File: src/rtl/seq_detect_param.sv
// Serial bit-pattern detector with a runtime-programmable pattern/length,
// overlap mode, input qualification and a saturating match counter.
module seq_detect_param #(
  parameter int                 MAX_LEN = 8,
  parameter int                 CNT_W   = 8,
  parameter logic [MAX_LEN-1:0] RST_PAT = MAX_LEN'(8'b0000_1011),
  parameter int                 RST_LEN = 4,
  parameter logic               RST_OVL = 1'b1,
  parameter int                 LEN_W   = $clog2(MAX_LEN + 1)
) (
  input  logic               clk,
  input  logic               reset,
  input  logic               din,
  input  logic               din_valid,
  input  logic               cfg_load,
  input  logic [MAX_LEN-1:0] cfg_pattern,
  input  logic [LEN_W-1:0]   cfg_len,
  input  logic               cfg_overlap,
  input  logic               clr_count,
  output logic               y,
  output logic [CNT_W-1:0]   match_count,
  output logic               cfg_err
);

  logic [MAX_LEN-1:0] pat_q, pat_d;
  logic [LEN_W-1:0]   len_q, len_d;
  logic               ovl_q, ovl_d;
  logic [MAX_LEN-1:0] hist_q, hist_d;
  logic [LEN_W-1:0]   fill_q, fill_d;
  logic               y_q, y_d;
  logic [CNT_W-1:0]   cnt_q, cnt_d;

  logic [MAX_LEN-1:0] hist_nx;
  logic [LEN_W-1:0]   fill_nx;
  logic [MAX_LEN-1:0] len_msk;
  logic               match;

  // Low `len` bits set; lengths beyond MAX_LEN select the whole history.
  function automatic logic [MAX_LEN-1:0] len_mask(input logic [LEN_W-1:0] len);
    logic [MAX_LEN-1:0] m;
    m = '0;
    for (int i = 0; i < MAX_LEN; i++) begin
      if (i < int'(len)) m[i] = 1'b1;
    end
    return m;
  endfunction

  function automatic logic [CNT_W-1:0] cnt_sat_inc(input logic [CNT_W-1:0] v);
    return (&v) ? v : v + CNT_W'(1);
  endfunction

  function automatic logic [LEN_W-1:0] fill_sat_inc(input logic [LEN_W-1:0] v);
    return (v >= LEN_W'(MAX_LEN)) ? v : v + LEN_W'(1);
  endfunction

  assign cfg_err = (len_q == '0) || (len_q > LEN_W'(MAX_LEN));
  assign hist_nx = {hist_q[MAX_LEN-2:0], din};
  assign fill_nx = fill_sat_inc(fill_q);
  assign len_msk = len_mask(len_q);

  always_comb begin
    pat_d  = pat_q;
    len_d  = len_q;
    ovl_d  = ovl_q;
    hist_d = hist_q;
    fill_d = fill_q;
    y_d    = 1'b0;
    cnt_d  = cnt_q;
    match  = 1'b0;

    // A config load restarts the FILL phase and swallows any same-cycle bit.
    if (cfg_load) begin
      pat_d  = cfg_pattern;
      len_d  = cfg_len;
      ovl_d  = cfg_overlap;
      hist_d = '0;
      fill_d = '0;
    end else if (din_valid) begin
      hist_d = hist_nx;
      match  = !cfg_err && (fill_nx >= len_q) &&
               (((hist_nx ^ pat_q) & len_msk) == '0);
      fill_d = (match && !ovl_q) ? '0 : fill_nx;
      y_d    = match;
    end

    if (clr_count) begin
      cnt_d = '0;
    end else if (match) begin
      cnt_d = cnt_sat_inc(cnt_q);
    end
  end

  always_ff @(posedge clk or posedge reset) begin
    if (reset) begin
      pat_q  <= RST_PAT;
      len_q  <= LEN_W'(RST_LEN);
      ovl_q  <= RST_OVL;
      hist_q <= '0;
      fill_q <= '0;
      y_q    <= 1'b0;
      cnt_q  <= '0;
    end else begin
      pat_q  <= pat_d;
      len_q  <= len_d;
      ovl_q  <= ovl_d;
      hist_q <= hist_d;
      fill_q <= fill_d;
      y_q    <= y_d;
      cnt_q  <= cnt_d;
    end
  end

  assign y           = y_q;
  assign match_count = cnt_q;

endmodule

File: config.mk
export PLATFORM = sky130hd
export DESIGN_NAME = seq_detect_param
export DESIGN_NICKNAME = d
export VERILOG_FILES = /design/src/rtl/seq_detect_param.sv
export SDC_FILE = /design/constraint.sdc
export NUM_CORES = 1
export LEC_CHECK = 0
export CAP_MARGIN = 30
export CELL_PAD_IN_SITES_DETAIL_PLACEMENT = 1
export CELL_PAD_IN_SITES_GLOBAL_PLACEMENT = 2
export CORE_MARGIN = 1
export CORE_UTILIZATION = 36
export DETAILED_ROUTE_END_ITERATION = 16
export HOLD_SLACK_MARGIN = 0.05
export PLACE_DENSITY = 0.85
export RECOVER_POWER = 50
export SLEW_MARGIN = 20
export SYNTH_ARGS = -nofsm -noshare
export SYNTH_HDL_FRONTEND = slang
export SYNTH_SLANG_ARGS = --single-unit
export TNS_END_PERCENT = 50
File: constraint.sdc
create_clock -name clk -period 4.6 [get_ports clk]
set_input_delay 0.92 -clock clk [delete_from_list [all_inputs] [get_ports clk]]
set_output_delay 0.92 -clock clk [all_outputs]
set_load 0.03 [all_outputs]
==> impl_metrics.env <==
export IMPL_finalHoldWorstSlack_ns=0.5417
export IMPL_seqPwrFrac=0.499
export IMPL_min_path_type="reg2reg"
export IMPL_num_rows=25
export IMPL_die_w_um=71.98
export IMPL_globalRouteOverflowTotal=0
export IMPL_cts_stage_hold_buffer_count=0
export IMPL_ys_ff_latch=33
export IMPL_ant_nets=0
export IMPL_period_minus_slack_ns=3.360
export IMPL_switchingPower_uw=163.2
export IMPL_placement_cell_area_sq_mm=0.002100
export IMPL_groute_usage_overall=0.1693
export IMPL_switching_share=0.2501
export IMPL_ys_types=38
export IMPL_place_gp_congestion=0.7420
export IMPL_antenna_violations_before_repair=0
export IMPL_post_place_worst_slack_ns=1.222
export IMPL_layout_cells_most_common="sky130_fd_sc_hd__dfrtp_1"
export IMPL_die_height_um=71.98
export IMPL_power_per_cell_area_mw_per_mm2=297.5
export IMPL_design_die_area_sq_mm=0.005181
export IMPL_grtUsageMet3=0.04167
export IMPL_fin_nets=220
export IMPL_yosys_warnings=0
export IMPL_area_growth_pct=24.41
export IMPL_route_detailed_drc=0
export IMPL_gr_usage_met1=0.2158
export IMPL_finalSetupViolations=0
export IMPL_initial_drc_count=38
export IMPL_design_area_sq_mm=0.002193
export IMPL_worst_setup_path_type="in2reg"
export IMPL_ctsResizeCount=0
export IMPL_hold_viol=0
export IMPL_io_buffers=28
export IMPL_detail_route_vias_per_cell=5.023
export IMPL_grt_start_max_net_pins=29
export IMPL_cts_clk_slew_worst_paths_ns=0.07
export IMPL_postCtsSetupRepairBufs=0
export IMPL_synthCells=166
export IMPL_firstDrtPassIters=4
export IMPL_p_clk_frac=0.368
export IMPL_post_dp_hpwl_um=2857
export IMPL_setup_tns_ns=0
export IMPL_first_global_vias=1389
export IMPL_vdd_drop_max_uv=137.7
export IMPL_sequential_cell_area_fraction_in_the_yosys_report=0.4720
export IMPL_worst_pin_slew_ns=1.253
export IMPL_worst_skew_pair_late_latency_ns=0.28
export IMPL_setup_ws_ns=1.240
export IMPL_final_wirelength_um=3868
export IMPL_tritoncts="yes"
export IMPL_crit_required_ns=4.81
export IMPL_worstSetupEndpointType="register"
export IMPL_critPathMaxFanout=28
export IMPL_p_int_uw=489.3
export IMPL_area_of_the_core_sq_mm=0.004723
export IMPL_net_count_after_synthesis=192
export IMPL_slew_viol_final=0
export IMPL_avgRoutedWirePerCell_um=14.76
export IMPL_drv_max_cap_violation_count=0
export IMPL_global_route_peak_usage_layer="met2"
export IMPL_syn_mean_instance_area_sq_um=10.62
export IMPL_antenna_diode_count=0
export IMPL_cts_root_buffer="sky130_fd_sc_hd__clkbuf_8"
export IMPL_initial_utilization=0.3732
export IMPL_io_pins=29
export IMPL_place_inst=254
export IMPL_worst_endpoint_arrival_ns=3.57
export IMPL_mappedNetlistArea_sq_mm=0.001763
export IMPL_cts_root_to_sink_buffers=2
export IMPL_final_cells=262
export IMPL_slew_headroom=0.1645
export IMPL_inserted_clock_buffers=5
export IMPL_achievable_frequency_ghz=0.2976
export IMPL_layout_worst_path_cycle_share=0.7305
export IMPL_global_route_usage_met2=0.2788
export IMPL_timing_critical_path_from_type="primary input"
export IMPL_layout_cells_most_common_list="sky130_fd_sc_hd__dfrtp_1, sky130_fd_sc_hd__clkdlybuf4s50_1, sky130_fd_sc_hd__mux2_2, sky130_fd_sc_hd__nor2_1, sky130_fd_sc_hd__o21ai_0"
export IMPL_total_leakage_power_nw=0.9463
export IMPL_combPwrFrac=0.133
export IMPL_tritoncts_num_sinks=33
export IMPL_run_status="finished, final reports clean"
export IMPL_skew_ns=0.004929
export IMPL_final_layout_size_suffix_gt1_frac=0.1692
export IMPL_layout_filler_cells=519
export IMPL_htree_levels=2
export IMPL_first_pass_grt_wire_length_um=6624
export IMPL_detailroute_via_count=1316
export IMPL_rsz0062_at_grt="false"
-- path summary, 6_finish.rpt --
check | from | endpoint | slack [ns] | cells after the start
max in group asynchronous | reset | len_q[0]$_DFFE_PP0P_ | 2.15 | 3
setup reg to reg | fill_q[0]$_DFFE_PP0P_ | match_count[5]$_DFFE_PP0P_ | 1.46 | 9
hold / removal | pat_q[7]$_DFFE_PP0P_ | pat_q[7]$_DFFE_PP0P_ | 0.54 | 1
min in group asynchronous | reset | match_count[1]$_DFFE_PP0P_ | 1.19 | 2
setup / recovery | cfg_load | match_count[5]$_DFFE_PP0P_ | 1.24 | 7
hold reg to reg | pat_q[7]$_DFFE_PP0P_ | pat_q[7]$_DFFE_PP0P_ | 0.54 | 1
-- per-layer routing --
layer,vias to the layer above,wire (um)
met1,648,1799
met2,19,1889
met3,7,117
li1,642,-
met4,0,62
met5,-,0
-- area by class of cell --
class                      instances  area, sq um  share of cell area
inverter                           7        26.28             0.01198
sequential                        33        832.0              0.3794
multi-input combinational        117        862.1              0.3930
timing repair buffer              30        287.8              0.1312
clock inverter                     1        5.005            0.002282
clock buffer                       7        96.34             0.04392
tap                               67        83.83             0.03822
-- worst max-delay path, stage by stage --
cell	delay, ns
sky130_fd_sc_hd__dlygate4sd3_1	0.53
sky130_fd_sc_hd__clkbuf_1	0.50
sky130_fd_sc_hd__nand2b_1	0.36
sky130_fd_sc_hd__a31o_2	0.24
sky130_fd_sc_hd__or3_4	0.40
sky130_fd_sc_hd__or3_2	0.46
sky130_fd_sc_hd__a21oi_1	0.15
-- per-stage QoR --
step	util	power, mW
floorplan	-	0.3840
global placement	0.4445	0.4160
detailed placement	0.4445	0.4201
CTS	0.4660	0.6650
global route	0.4644	0.6881
finish	0.4644	0.6525
-- synth_stat cells --
library cell / number / area share
sky130_fd_sc_hd__mux2_2: 11 / 0.070
sky130_fd_sc_hd__buf_2: 1 / 0.0028
sky130_fd_sc_hd__o21ai_0: 10 / 0.028
sky130_fd_sc_hd__a2111oi_0: 1 / 0.0050
sky130_fd_sc_hd__nand2b_1: 6 / 0.021
sky130_fd_sc_hd__mux2i_1: 8 / 0.045
sky130_fd_sc_hd__a31oi_1: 2 / 0.0071
sky130_fd_sc_hd__a2bb2oi_1: 1 / 0.0050
sky130_fd_sc_hd__o22ai_1: 1 / 0.0036
sky130_fd_sc_hd__nor2_1: 11 / 0.023
sky130_fd_sc_hd__dfrtp_1: 28 / 0.40
sky130_fd_sc_hd__and3_1: 3 / 0.011
sky130_fd_sc_hd__xnor2_1: 4 / 0.020
sky130_fd_sc_hd__ha_1: 7 / 0.050
sky130_fd_sc_hd__nand2_1: 8 / 0.017
sky130_fd_sc_hd__nor4_1: 1 / 0.0036
sky130_fd_sc_hd__a21o_2: 1 / 0.0050
sky130_fd_sc_hd__o21a_1: 1 / 0.0043
sky130_fd_sc_hd__o31ai_4: 1 / 0.012
sky130_fd_sc_hd__a31o_2: 2 / 0.0099
sky130_fd_sc_hd__xor2_1: 7 / 0.035
sky130_fd_sc_hd__clkbuf_1: 5 / 0.011
sky130_fd_sc_hd__dfstp_2: 5 / 0.075
sky130_fd_sc_hd__and4b_1: 1 / 0.0057
sky130_fd_sc_hd__a222oi_1: 1 / 0.0057
sky130_fd_sc_hd__or3_1: 4 / 0.014
sky130_fd_sc_hd__buf_6: 1 / 0.0064
sky130_fd_sc_hd__nand3_1: 7 / 0.020
sky130_fd_sc_hd__inv_1: 7 / 0.015
sky130_fd_sc_hd__buf_1: 2 / 0.0043
sky130_fd_sc_hd__nor3_1: 2 / 0.0057
sky130_fd_sc_hd__a41oi_1: 1 / 0.0050
sky130_fd_sc_hd__or3_4: 1 / 0.0064
sky130_fd_sc_hd__or4_4: 1 / 0.0064
sky130_fd_sc_hd__a21oi_1: 8 / 0.023
sky130_fd_sc_hd__or3_2: 3 / 0.013
sky130_fd_sc_hd__o211ai_1: 1 / 0.0043
sky130_fd_sc_hd__or4_1: 1 / 0.0043
-- sequential cells by signal, indices dropped and copies added, names as in the netlist --
name         flops
len_q            4
hist_q           7
ovl_q            1
y                1
fill_q           4
pat_q            8
match_count      8
-- power groups by stage --
stage	Clock [mW]	Combinational (mW)	Sequential [mW]
2_1_floorplan	0	0.0606	0.323
3_3_place_gp	0	0.0868	0.329
3_5_place_dp	0	0.0896	0.331
4_1_cts	0.250	0.0898	0.325
5_1_grt	0.263	0.0978	0.328
6_report	0.240	0.0869	0.325
-- kinds of logic after synthesis --
group           after synthesis  share of synthesized area
mux                          19                     0.1157
buf+inv                      16                    0.03904
xor+xnor                     11                    0.05465
flops                        33                     0.4720
simple gates                 49                     0.1512
compound gates               31                     0.1178
fa+ha+maj                     7                    0.04968
No activity file was read; power rests on OpenSTA's default activity.
